File: config.mk
export PLATFORM = sky130hd
export DESIGN_NAME = pc_fetch_unit
export DESIGN_NICKNAME = d
export VERILOG_FILES = /design/src/rtl/pc_fetch_unit.sv
export SDC_FILE = /design/constraint.sdc
export NUM_CORES = 1
export LEC_CHECK = 0
export ABC_AREA = 1
export CAP_MARGIN = 0
export CORE_ASPECT_RATIO = 1.75
export CORE_MARGIN = 5
export CORE_UTILIZATION = 30
export CTS_BUF_LIST = sky130_fd_sc_hd__clkbuf_4 sky130_fd_sc_hd__clkbuf_8
export DETAILED_ROUTE_END_ITERATION = 10
export GPL_TIMING_DRIVEN = 0
export SYNTH_ARGS = -nofsm -noshare
export SYNTH_HDL_FRONTEND = slang
export SYNTH_SLANG_ARGS = --single-unit
File: constraint.sdc
create_clock -name clock -period 3.2 [get_ports clock]
set_clock_uncertainty 0.05 [all_clocks]
set_input_delay 0.64 -clock clock [delete_from_list [all_inputs] [get_ports clock]]
set_output_delay 0.64 -clock clock [all_outputs]
set_load 0.005 [all_outputs]
File: src/rtl/pc_fetch_unit.sv
// Program-counter / fetch-address generator with a valid/ready fetch handshake.
// Optional return-address stack is built when the macro PC_RAS_EN is defined.
module pc_fetch_unit #(
    parameter int unsigned     WIDTH        = 32,
    parameter logic [WIDTH-1:0] RESET_VECTOR = 32'h0000_3000,
    parameter logic [WIDTH-1:0] EXC_VECTOR   = 32'h0000_4180,
    parameter int unsigned     COUNT_W      = 32,
    parameter int unsigned     RAS_DEPTH    = 4
) (
    input  logic               clock,
    input  logic               reset,
    input  logic               stall,
    input  logic               redirect_valid,
    input  logic [WIDTH-1:0]   redirect_target,
    input  logic               exc_valid,
    input  logic               fetch_ready,
    output logic               fetch_valid,
    output logic [WIDTH-1:0]   fetch_pc,
    output logic [COUNT_W-1:0] fetch_count,
    output logic               misalign_err,
    input  logic               ras_push,
    input  logic [WIDTH-1:0]   ras_push_addr,
    input  logic               ras_pop,
    output logic [WIDTH-1:0]   ras_top,
    output logic               ras_empty,
    output logic               dbg_state_o
);

    // Handshake: fetch_pc is offered while fetch_valid=1; a fetch is accepted
    // (fire) on a rising edge where fetch_valid & fetch_ready are both 1.
    typedef enum logic {BOOT = 1'b0, RUN = 1'b1} state_t;

    state_t             state_q, state_d;
    logic [WIDTH-1:0]   pc_q, pc_d;
    logic [COUNT_W-1:0] count_q, count_d;
    logic               misalign_q, misalign_d;
    logic               fire;

    assign fetch_valid  = (state_q == RUN);
    assign fire         = fetch_valid & fetch_ready;
    assign fetch_pc     = pc_q;
    assign fetch_count  = count_q;
    assign misalign_err = misalign_q;
    assign dbg_state_o  = state_q;

    always_comb begin
        state_d    = RUN;
        pc_d       = pc_q;
        count_d    = count_q;
        misalign_d = 1'b0;
        if (state_q == RUN) begin
            if (fire) begin
                count_d = count_q + COUNT_W'(1);
            end
            // Exceptions win over redirects; redirects ignore stall and fetch_ready.
            if (exc_valid) begin
                pc_d = EXC_VECTOR;
            end else if (redirect_valid) begin
                pc_d       = {redirect_target[WIDTH-1:2], 2'b00};
                misalign_d = |redirect_target[1:0];
            end else if (fire && !stall) begin
                pc_d = pc_q + WIDTH'(4);
            end
        end
    end

    always_ff @(posedge clock) begin
        if (reset) begin
            state_q    <= BOOT;
            pc_q       <= RESET_VECTOR;
            count_q    <= '0;
            misalign_q <= 1'b0;
        end else begin
            state_q    <= state_d;
            pc_q       <= pc_d;
            count_q    <= count_d;
            misalign_q <= misalign_d;
        end
    end

`ifdef PC_RAS_EN
    localparam int unsigned PW    = $clog2(RAS_DEPTH);
    localparam int unsigned OCC_W = PW + 1;

    logic [WIDTH-1:0] ras_mem_q [RAS_DEPTH];
    logic [WIDTH-1:0] ras_mem_d [RAS_DEPTH];
    logic [PW-1:0]    ras_ptr_q, ras_ptr_d;
    logic [OCC_W-1:0] ras_occ_q, ras_occ_d;

    assign ras_empty = (ras_occ_q == '0);
    assign ras_top   = ras_empty ? RESET_VECTOR : ras_mem_q[ras_ptr_q];

    // ras_ptr_q indexes the top entry; a full stack overwrites its oldest slot.
    always_comb begin
        ras_mem_d = ras_mem_q;
        ras_ptr_d = ras_ptr_q;
        ras_occ_d = ras_occ_q;
        if (ras_push && (!ras_pop || ras_empty)) begin
            ras_ptr_d            = ras_ptr_q + PW'(1);
            ras_mem_d[ras_ptr_d] = ras_push_addr;
            if (ras_occ_q != OCC_W'(RAS_DEPTH)) begin
                ras_occ_d = ras_occ_q + OCC_W'(1);
            end
        end else if (ras_push && ras_pop) begin
            ras_mem_d[ras_ptr_q] = ras_push_addr;
        end else if (ras_pop && !ras_empty) begin
            ras_ptr_d = ras_ptr_q - PW'(1);
            ras_occ_d = ras_occ_q - OCC_W'(1);
        end
    end

    always_ff @(posedge clock) begin
        if (reset) begin
            ras_ptr_q <= '0;
            ras_occ_q <= '0;
            for (int i = 0; i < RAS_DEPTH; i++) begin
                ras_mem_q[i] <= RESET_VECTOR;
            end
        end else begin
            ras_ptr_q <= ras_ptr_d;
            ras_occ_q <= ras_occ_d;
            ras_mem_q <= ras_mem_d;
        end
    end
`else
    logic unused_ras;
    assign unused_ras = ^{ras_push, ras_pop, ras_push_addr};
    assign ras_top    = RESET_VECTOR;
    assign ras_empty  = 1'b1;
`endif

endmodule

Word level (Yosys, flattened, before mapping)
Cells that the tools add are included.
- logic and storage cells: 20
- bits in registers: 66
- output and inout port bits: 100
- multiplexer cells: 4
- add/subtract/negate cells: 2
- reduce and logical (&&, ||, !) cells: 7
- bitwise gates (word level): 3
- operators by type and width (operator ; number):
    32-bit 2-to-1 mux ; 3
    32-bit by 1-bit adder with 32-bit output, second input constant ; 1
    32-bit by 3-bit adder with 32-bit output, second input constant ; 1
    2-bit AND reduction ; 2
    4-bit OR reduction ; 1
    3-bit nonzero test ; 1
    1-bit NOT ; 2
    2-bit OR reduction ; 1
    1-bit bitwise AND ; 1
    1-bit logical AND ; 1
    1-bit logical NOT ; 1
    1-bit 2-to-1 mux ; 1

Depth between registers and ports, before layout
Gate-level depths: netlist of the first run.
- depth after elaboration: 5
- depth in mapped cells: 10
- depth with buffers taken out: 10

Worst setup path after synthesis of the first run
Ideal clock, no wire load.
- kind: input-to-reg
- from: input exc_valid
- to: register pc_q[22], in the netlist fetch_pc[22]
- data required time: 3081 ps
- library setup time: 69 ps
- data arrival time: 1612 ps
- cell stages on the path: 8
- buffers on the path: 1
- setup slack: 1469 ps
- cells stage by stage: inv_2 > nand2_1 > nand2_1 > o21ai_4 > inv_2 > clkbuf_1 > nand2_1 > a21oi_2
- longest elaborated chain between the ends: 2
- ends and longest elaborated chain (item ; RTL line ; RTL):
    from (decl) ; 15 ; input logic exc_valid,
    3-bit nonzero test (no line) ; n/a ;
    2-bit AND reduction (no line) ; n/a ;
    to (signal assigned) ; 75 ; pc_q <= pc_d;
    to (decl) ; 34 ; logic [WIDTH-1:0] pc_q, pc_d;
Several ways; a longest one is shown, not always the timed one.
A chain may end at the register's enable or synchronous reset.

Worst setup path in the final report of the first run
- from: input exc_valid
- to: register pc_q[29], in the netlist fetch_pc[29]
The elaborated chain is that of the path after synthesis.

==> key figures, run 1 <==
Worst setup path
  • CP Max Fanout: 10
  • Critical path endpoint category: register
  • Worst r2r src: fetch_pc[3]
  • CP Launch Type: primary input
  • FF-to-FF End: fetch_pc[16]
  • R2R cell count: 8
  • CP required: 3.44 ns
  • Reg2Reg Setup Slack: 1.20 ns
  • Crit path DAT: roughly 2.4 ns
  • CP Class: primary input to register

Drt
  • M1 WL: 5240 um
  • DR WL/cell: 14.4 um
  • Post-DRT Antenna Nets: 0
  • Met2 WL: between 8000 and 9000 um
  • Met3 WL: 828 um
  • Drt total wl: 15,200 um
  • DRT Pass-1 Iters: 6
  • Highest routed metal layer: met4
  • DRC violations left: 0
  • DR vias: 4,773
  • Vias per cell: 4.53
  • Iteration-0 DRC Markers: approximately 160

Synthesis
  • Ys flop type: dfxtp_1
  • Top-area cell type share of the netlist area: 0.292
  • Synthesis Warnings: 0
  • Share of flip-flops with an asynchronous set or reset: 0
  • Seq cells post-synth: 64
  • Syn_area_per_cell: 6.07 um2
  • Mapped Area: 0.00439 mm2
  • Count leader, synth: nand2_1
  • Unique masters post-synth: 36
  • Register area share after synthesis: 0.292
  • Cells after Synth: 723
  • EDFF count, synth: 0
  • Cell taking the most area after synthesis: dfxtp_1
  • Synth top cells by count: 222 x nand2_1, 137 x nor2_1, 64 x dfxtp_1, 53 x inv_1, 47 x nand3_1
  • Top cells by area in the synthesized netlist: dfxtp_1 29%, nand2_1 19%, nor2_1 12%, buf_4 6.2%, nand3_1 5.4%

Worst hold path
  • Worst hold stages: 1
  • Hold Path Class: register to register
  • Hold Startpoint: fetch_count[4]
  • WHS Endpoint: fetch_count[4]

Placement
  • Port buffer count: 101
  • DP HPWL: ~12,000 um
  • Cells after DPL: 1,037
  • Gp weighted congestion: 0.972
  • Placed inst area: 0.00575 mm2

Clock tree
  • CTS root buf: clkbuf_8
  • Reg clk slew, reported paths: 0.08 ns
  • H-tree lvl count: 3
  • # clock sinks: 64
  • Post_cts resized: 0
  • Postcts setup bufs: 0
  • Skew-Pair Late Insertion Delay: 0.36 ns
  • Clock Path Buffers: 2
  • CTS tree: yes
  • TritonCTS Buffers: 9
  • Hold-fix buffers, CTS: 0

STA
  • Least-Margin Pin Slew: about 0.64 ns
  • Fin Setup TNS: 0 ns
  • Fin. Hold Viols: 0
  • Maximum clock frequency: 461 MHz
  • Fin crit period: 2.17 ns
  • Slew HR: 0.575
  • Slew Limit Fails: 0
  • Period utilization: 0.678
  • RSZ-0062 raised after global routing: false
  • Final setup fails: 0

Floorplan
  • Initial Util: 0.306
  • Die Width: 101 um
  • Core area: 0.0144 mm2
  • Die area: approximately 0.017 mm2
  • Row cnt: 58
  • IO Pins: 172
  • Die Y: 170 um

Cells and area
  • Finished Core Util: 0.417
  • Nets: between 900 and 1,000
  • Area grow syn2layout: 36.3%
  • Finished Layout Cells: 1,053
  • ANT cells: 0
  • Share of layout cells above drive strength 1: 0.117
  • Final instance area: 0.00599 mm2
  • Number of fill cells: 1,541

Run
  • Max-cap violation count: 0

Power
  • Pleak: about 2.1 nW
  • Power per cell area: 333 mW/mm2
  • Total chip power: approximately 2.0 mW
  • Worst vdd ir: about 140 uV

GRT
  • Largest net degree at the start of global routing: 12
  • Vias in the first global route: 4,721
  • Tot GR Track Use: 0.177
  • GR Overflow Total: 0
  • First-pass GRT wire length: between 20,000 and 25,000 um
  • Initial antenna violation count: 0

Outcome
  • Status: completed
==> per-stage QoR <==
step | worst slack (ns) | hold WS, ns
floorplan | 1.47 | 0.420
global placement | 0.657 | 0.426
detailed placement | 0.647 | 0.437
CTS | 1.03 | 0.453
global route | 0.917 | 0.485
finish | 1.03 | 0.448
==> worst max-delay path: stages <==
cell	delay [ns]
clkdlybuf4s50_1	0.41
inv_2	0.15
nand2_1	0.10
nand2_1	0.10
o21ai_4	0.12
inv_2	0.16
clkbuf_1	0.44
nand2_1	0.13
a21oi_2	0.15
==> power breakdown <==
part | internal (mW) | switching [mW] | total [mW] | leakage, nW
Sequential | 0.818 | 0.0381 | 0.856 | 0.520
Clock | 0.492 | 0.347 | 0.839 | 0.116
Combinational | 0.155 | 0.146 | 0.301 | 1.51
==> registers in the layout, summed over array words and instances (netlist names) <==
| name | cells |
|---|---|
| fetch_pc | 30 |
| dbg_state_o | 1 |
| fetch_count | 32 |
| misalign_err | 1 |
==> layer usage <==
metal  track usage  vias up
met4        0.0868        0
met1         0.164     2078
met3        0.0357       45
met2         0.351      160
met5             0        -
li1              -     2490
==> final cells by class <==
cell class / instances / area, um2 / share of cell area
multi-input combinational: 581 / 2660 / 0.444
buffer: 54 / 363 / 0.0606
clock buffer: 12 / 159 / 0.0265
timing repair buffer: 101 / 1010 / 0.169
tap: 180 / 225 / 0.0376
inverter: 57 / 214 / 0.0357
sequential: 64 / 1280 / 0.214
clock inverter: 4 / 76.3 / 0.0128
==> layout by cell type, fill, tap and decap left out, types with 2 or more instances in the layout <==
| master | Yosys | layout |
|---|---|---|
| ha_1 | 2 | 2 |
| o21a_1 | 4 | 4 |
| buf_2 | 2 | 2 |
| a31oi_1 | 4 | 4 |
| nor2_1 | 137 | 137 |
| buf_4 | 36 | 36 |
| inv_1 | 53 | 53 |
| clkbuf_1 | 11 | 11 |
| buf_1 | 2 | 2 |
| nand3_2 | 3 | 3 |
| conb_1 | 2 | 35 |
| and2_1 | 2 | 2 |
| nand4_1 | 2 | 2 |
| a21oi_2 | 11 | 11 |
| nand2_2 | 2 | 2 |
| bufinv_16 | 0 | 2 |
| nor2_2 | 20 | 20 |
| clkdlybuf4s50_1 | 0 | 101 |
| clkbuf_8 | 0 | 11 |
| xor2_1 | 9 | 9 |
| o21bai_1 | 2 | 2 |
| o21ai_0 | 22 | 22 |
| xnor2_1 | 7 | 7 |
| nand2_1 | 222 | 222 |
| inv_2 | 4 | 4 |
| nand3_1 | 47 | 47 |
| nand3b_1 | 4 | 4 |
| buf_6 | 3 | 3 |
| o21ai_1 | 3 | 3 |
| nor2_4 | 3 | 3 |
| dfxtp_1 | 64 | 64 |
| nor3_1 | 3 | 3 |
| a21oi_1 | 31 | 31 |
==> how the worst max path moves through the flow <==
stage	start	end	slack, ns
detailed placement	exc_valid	fetch_pc[29]	0.65
CTS	exc_valid	fetch_pc[29]	1.03
finish	exc_valid	fetch_pc[29]	1.03
global route	redirect_valid	fetch_pc[24]	0.92
global placement	exc_valid	fetch_pc[22]	0.66
floorplan	exc_valid	fetch_pc[22]	1.47
==> cells by family (layout without fill, tap and decap cells) <==
family	Yosys count	in the layout	synth area share
buffers and inverters	111	228	0.131
adder cells (fa/ha/maj)	2	2	0.00570
AO/OA/AOI/OAI	81	81	0.111
XOR/XNOR	16	16	0.0319
AND/OR/NAND/NOR	447	447	0.426
other	2	35	0.00171
flip-flops	64	64	0.292
(Power assumes the default switching activity.)
==> run 2: changes to the inputs <==
==> constraint.sdc (replaced) <==
create_clock -name clock -period 1.9 [get_ports clock]
set_clock_uncertainty 0.05 [all_clocks]
set_input_delay 0.38 -clock clock [delete_from_list [all_inputs] [get_ports clock]]
set_output_delay 0.38 -clock clock [all_outputs]
set_load 0.005 [all_outputs]
==> run 2 against run 1 <==
Global-route usage about the same; sequential share of layout area decreased by 0.057 points; combinational power increased by 70%; die area unchanged; cell area increased by 0.86%; worst hold slack about the same; sequential power increased by 68%; total power increased by 69%; register-to-register slack got worse by 1.1 ns; critical endpoint is now fetch_pc[15].
==> key figures, run 2 (synthesis gave the netlist of run 1 again) <==
Outcome
  • Status: completed (unchanged)

STA
  • Hold WS: 0.448 ns (about the same)
  • Slew Limit Fails: 0 (unchanged)
  • Least-Margin Pin Slew: 0.649 ns (was 0.637 ns)
  • Fin crit period: about 1.9 ns
  • Final setup fails: 0 (unchanged)
  • Slew HR: 0.568 (was 0.575)
  • Period utilization: 0.976
  • Maximum clock frequency: 539 MHz
  • RSZ-0062 raised after global routing: true (was false)
  • Fin. Hold Viols: 0 (unchanged)
  • Worst setup margin: 0.0459 ns (was 1.03 ns)

Drt
  • Iteration-0 DRC Markers: 168 (was 156)
  • Drt total wl: 15,300 um (was 15,200 um)
  • DRC violations left: 0 (unchanged)
  • DR WL/cell: 14.5 um (was 14.4 um)
  • DR vias: 4,796 (was 4,773)
  • Highest routed metal layer: met4 (unchanged)
  • Post-DRT Antenna Nets: 0 (unchanged)
  • Met2 WL: 8580 um (was 8400 um)
  • Vias per cell: 4.55 (was 4.53)
  • Met3 WL: 842 um (was 828 um)
  • DRT Pass-1 Iters: 5 (was 6)
  • M1 WL: 5270 um (was 5240 um)

Power
  • Sequential power share: 0.429 (about the same)
  • Internal Power: 2.47 mW (was 1.47 mW)
  • Clock share of power: 0.419 (was 0.420)
  • Power per cell area: 558 mW/mm2 (was 333 mW/mm2)
  • Part of the power in combinational logic: 0.152 (was 0.151)
  • Pleak: 2.15 nW (about the same)
  • Worst vdd ir: 236 uV (was 140 uV)
  • NetSw: 896 uW (was 531 uW)
  • Sw Ratio: 0.266 (about the same)

Clock tree
  • Hold-fix buffers, CTS: 0 (unchanged)
  • Skew-Pair Late Insertion Delay: 0.36 ns (about the same)
  • TritonCTS Buffers: 9 (unchanged)
  • H-tree lvl count: 3 (unchanged)
  • # clock sinks: 64 (unchanged)
  • CTS root buf: clkbuf_8 (unchanged)
  • CTS tree: yes (unchanged)
  • Clock Path Buffers: 2 (unchanged)
  • Reg clk slew, reported paths: 0.08 ns (about the same)

Placement
  • Port buffer count: 101 (unchanged)
  • Dpl ws: -0.393 ns (was 0.647 ns)
  • Placed inst area: 0.00575 mm2 (unchanged)
  • DP HPWL: 12,300 um (unchanged)
  • Gp weighted congestion: 0.972 (unchanged)
  • Cells after DPL: 1,037 (unchanged)

Cells and area
  • Most common cell after layout, fill and taps aside: nand2_1 (unchanged)
  • Area grow syn2layout: 37.5% (was 36.3%)
  • ANT cells: 0 (unchanged)
  • Multi-input gate area: 0.00270 mm2 (was 0.00266 mm2)
  • Number of fill cells: 1,545 (was 1,541)
  • Largest register FFs: 32 (unchanged)
  • Finished Layout Cells: 1,053 (unchanged)
  • Final instance area: 0.00604 mm2 (was 0.00599 mm2)
  • Nets: 942 (unchanged)
  • Share of layout cells above drive strength 1: 0.141 (was 0.117)
  • Commonest non-fill, non-tap cells in the layout: 221 x nand2_1, 128 x nor2_1, 101 x clkdlybuf4s50_1, 58 x dfxtp_1, 53 x inv_1 (was 222 x nand2_1, 137 x nor2_1, 101 x clkdlybuf4s50_1, 64 x dfxtp_1, 53 x inv_1)
  • Register area: 0.00129 mm2 (was 0.00128 mm2)

Worst setup path
  • Worst r2r src: fetch_pc[2] (was fetch_pc[3])
  • Critical path endpoint category: output pin (was register)
  • Crit path DAT: 1.42 ns (was 2.41 ns)
  • CP peak stage delay: 0.56 ns (was 0.44 ns)
  • Delay-heaviest family, CP: buffers and inverters (unchanged)
  • CP Class: register to output pin (was primary input to register)
  • CP Launch Type: register (was primary input)
  • CP required: 1.47 ns (was 3.44 ns)
  • FF-to-FF End: fetch_pc[16] (unchanged)
  • CP Max Fanout: 6 (was 10)
  • Reg2Reg Setup Slack: 0.11 ns (was 1.20 ns)
  • Worst path bufs/invs: 1 (was 4)
  • CP max stage cell: clkdlybuf4s50_1 (was clkbuf_1)
  • Crit-path cells: clkdlybuf4s50_1 (was clkdlybuf4s50_1 > inv_2 > nand2_1 > nand2_1 > o21ai_4 > inv_2 > clkbuf_1 > nand2_1 > a21oi_2)
  • R2R cell count: 8 (unchanged)

Floorplan
  • IO Pins: 172 (unchanged)
  • Core area: 0.0144 mm2 (unchanged)
  • Die Y: 170 um (unchanged)
  • Row cnt: 58 (unchanged)
  • Initial Util: 0.306 (unchanged)
  • Die area: 0.0173 mm2 (unchanged)
  • Die Width: 101 um (unchanged)

GRT
  • GR Overflow Total: 0 (unchanged)
  • Initial antenna violation count: 0 (unchanged)
  • Largest net degree at the start of global routing: 12 (unchanged)
  • Vias in the first global route: 4,720 (was 4,721)
  • Tot GR Track Use: 0.178 (was 0.177)
  • First-pass GRT wire length: 23,600 um (about the same)

Worst hold path
  • WHS Endpoint: fetch_count[4] (unchanged)
  • Hold Startpoint: fetch_count[4] (unchanged)
  • Worst hold stages: 1 (unchanged)
  • Hold Path Class: register to register (unchanged)

Run
  • Max-cap violation count: 0 (unchanged)
==> run 2: worst max path at each step <==
| stage | slack, ns | startpoint | depth (start not counted) | to |
|---|---|---|---|---|
| floorplan | 0.38 | fetch_count[1] | 8 | fetch_count[20] |
| global placement | -0.38 | exc_valid | 9 | fetch_pc[22] |
| detailed placement | -0.39 | exc_valid | 9 | fetch_pc[29] |
| CTS | 0.007 | fetch_pc[9] | 9 | fetch_pc[19] |
| global route | -0.02 | dbg_state_o | 10 | fetch_count[25] |
| finish | 0.05 | fetch_pc[15] | 1 | fetch_pc[15] |
==> run 2: power by group through the flow <==
stage                     Clock [mW]  Combinational (mW)  Sequential, mW
final                           1.41               0.511            1.44
after global placement             0               0.506            1.47
after CTS                       1.45               0.510            1.44
after detailed placement           0               0.508            1.47
after floorplan                    0               0.281            1.46
after global routing            1.52               0.564            1.45
==> run 2: metal layers <==
layer | vias up | GRT usage
li1 | 2492 | -
met2 | 150 | 0.354
met1 | 2119 | 0.165
met3 | 35 | 0.0357
met5 | - | 0
met4 | 0 | 0.0839
==> run 2: through the flow <==
step / utilization / power (mW) / setup TNS [ns]
after floorplan: - / 1.74 / 0
final: 0.420 / 3.37 / 0
after global routing: 0.420 / 3.53 / -0.0351
after detailed placement: 0.400 / 1.98 / -10.27
after CTS: 0.417 / 3.40 / 0
after global placement: 0.400 / 1.98 / -9.95
==> run 2: area by class of cell <==
class,count,area share
Buffer,54,0.0607
Clock buffer,12,0.0263
Clock inverter,4,0.0126
Inverter,57,0.0354
Multi-Input combinational cell,581,0.447
Sequential cell,64,0.213
Tap cell,180,0.0373
Timing Repair Buffer,101,0.167
==> run 2: repair_timing <==
item,CTS,global route
setup endpoints to repair,4,26
setup buffers,0,0
resized for setup,2,22
==> run 3: changes to the inputs <==
--- a/config.mk
+++ b/config.mk
@@ -6,7 +6,7 @@
 export NUM_CORES = 1
 export LEC_CHECK = 0
 export ABC_AREA = 1
-export CAP_MARGIN = 0
+export CAP_MARGIN = 20
 export CORE_ASPECT_RATIO = 1.75
 export CORE_MARGIN = 5
 export CORE_UTILIZATION = 30
==> results of run 3 <==
No change in the layout: final DEF, timing and power equal those of run 2.
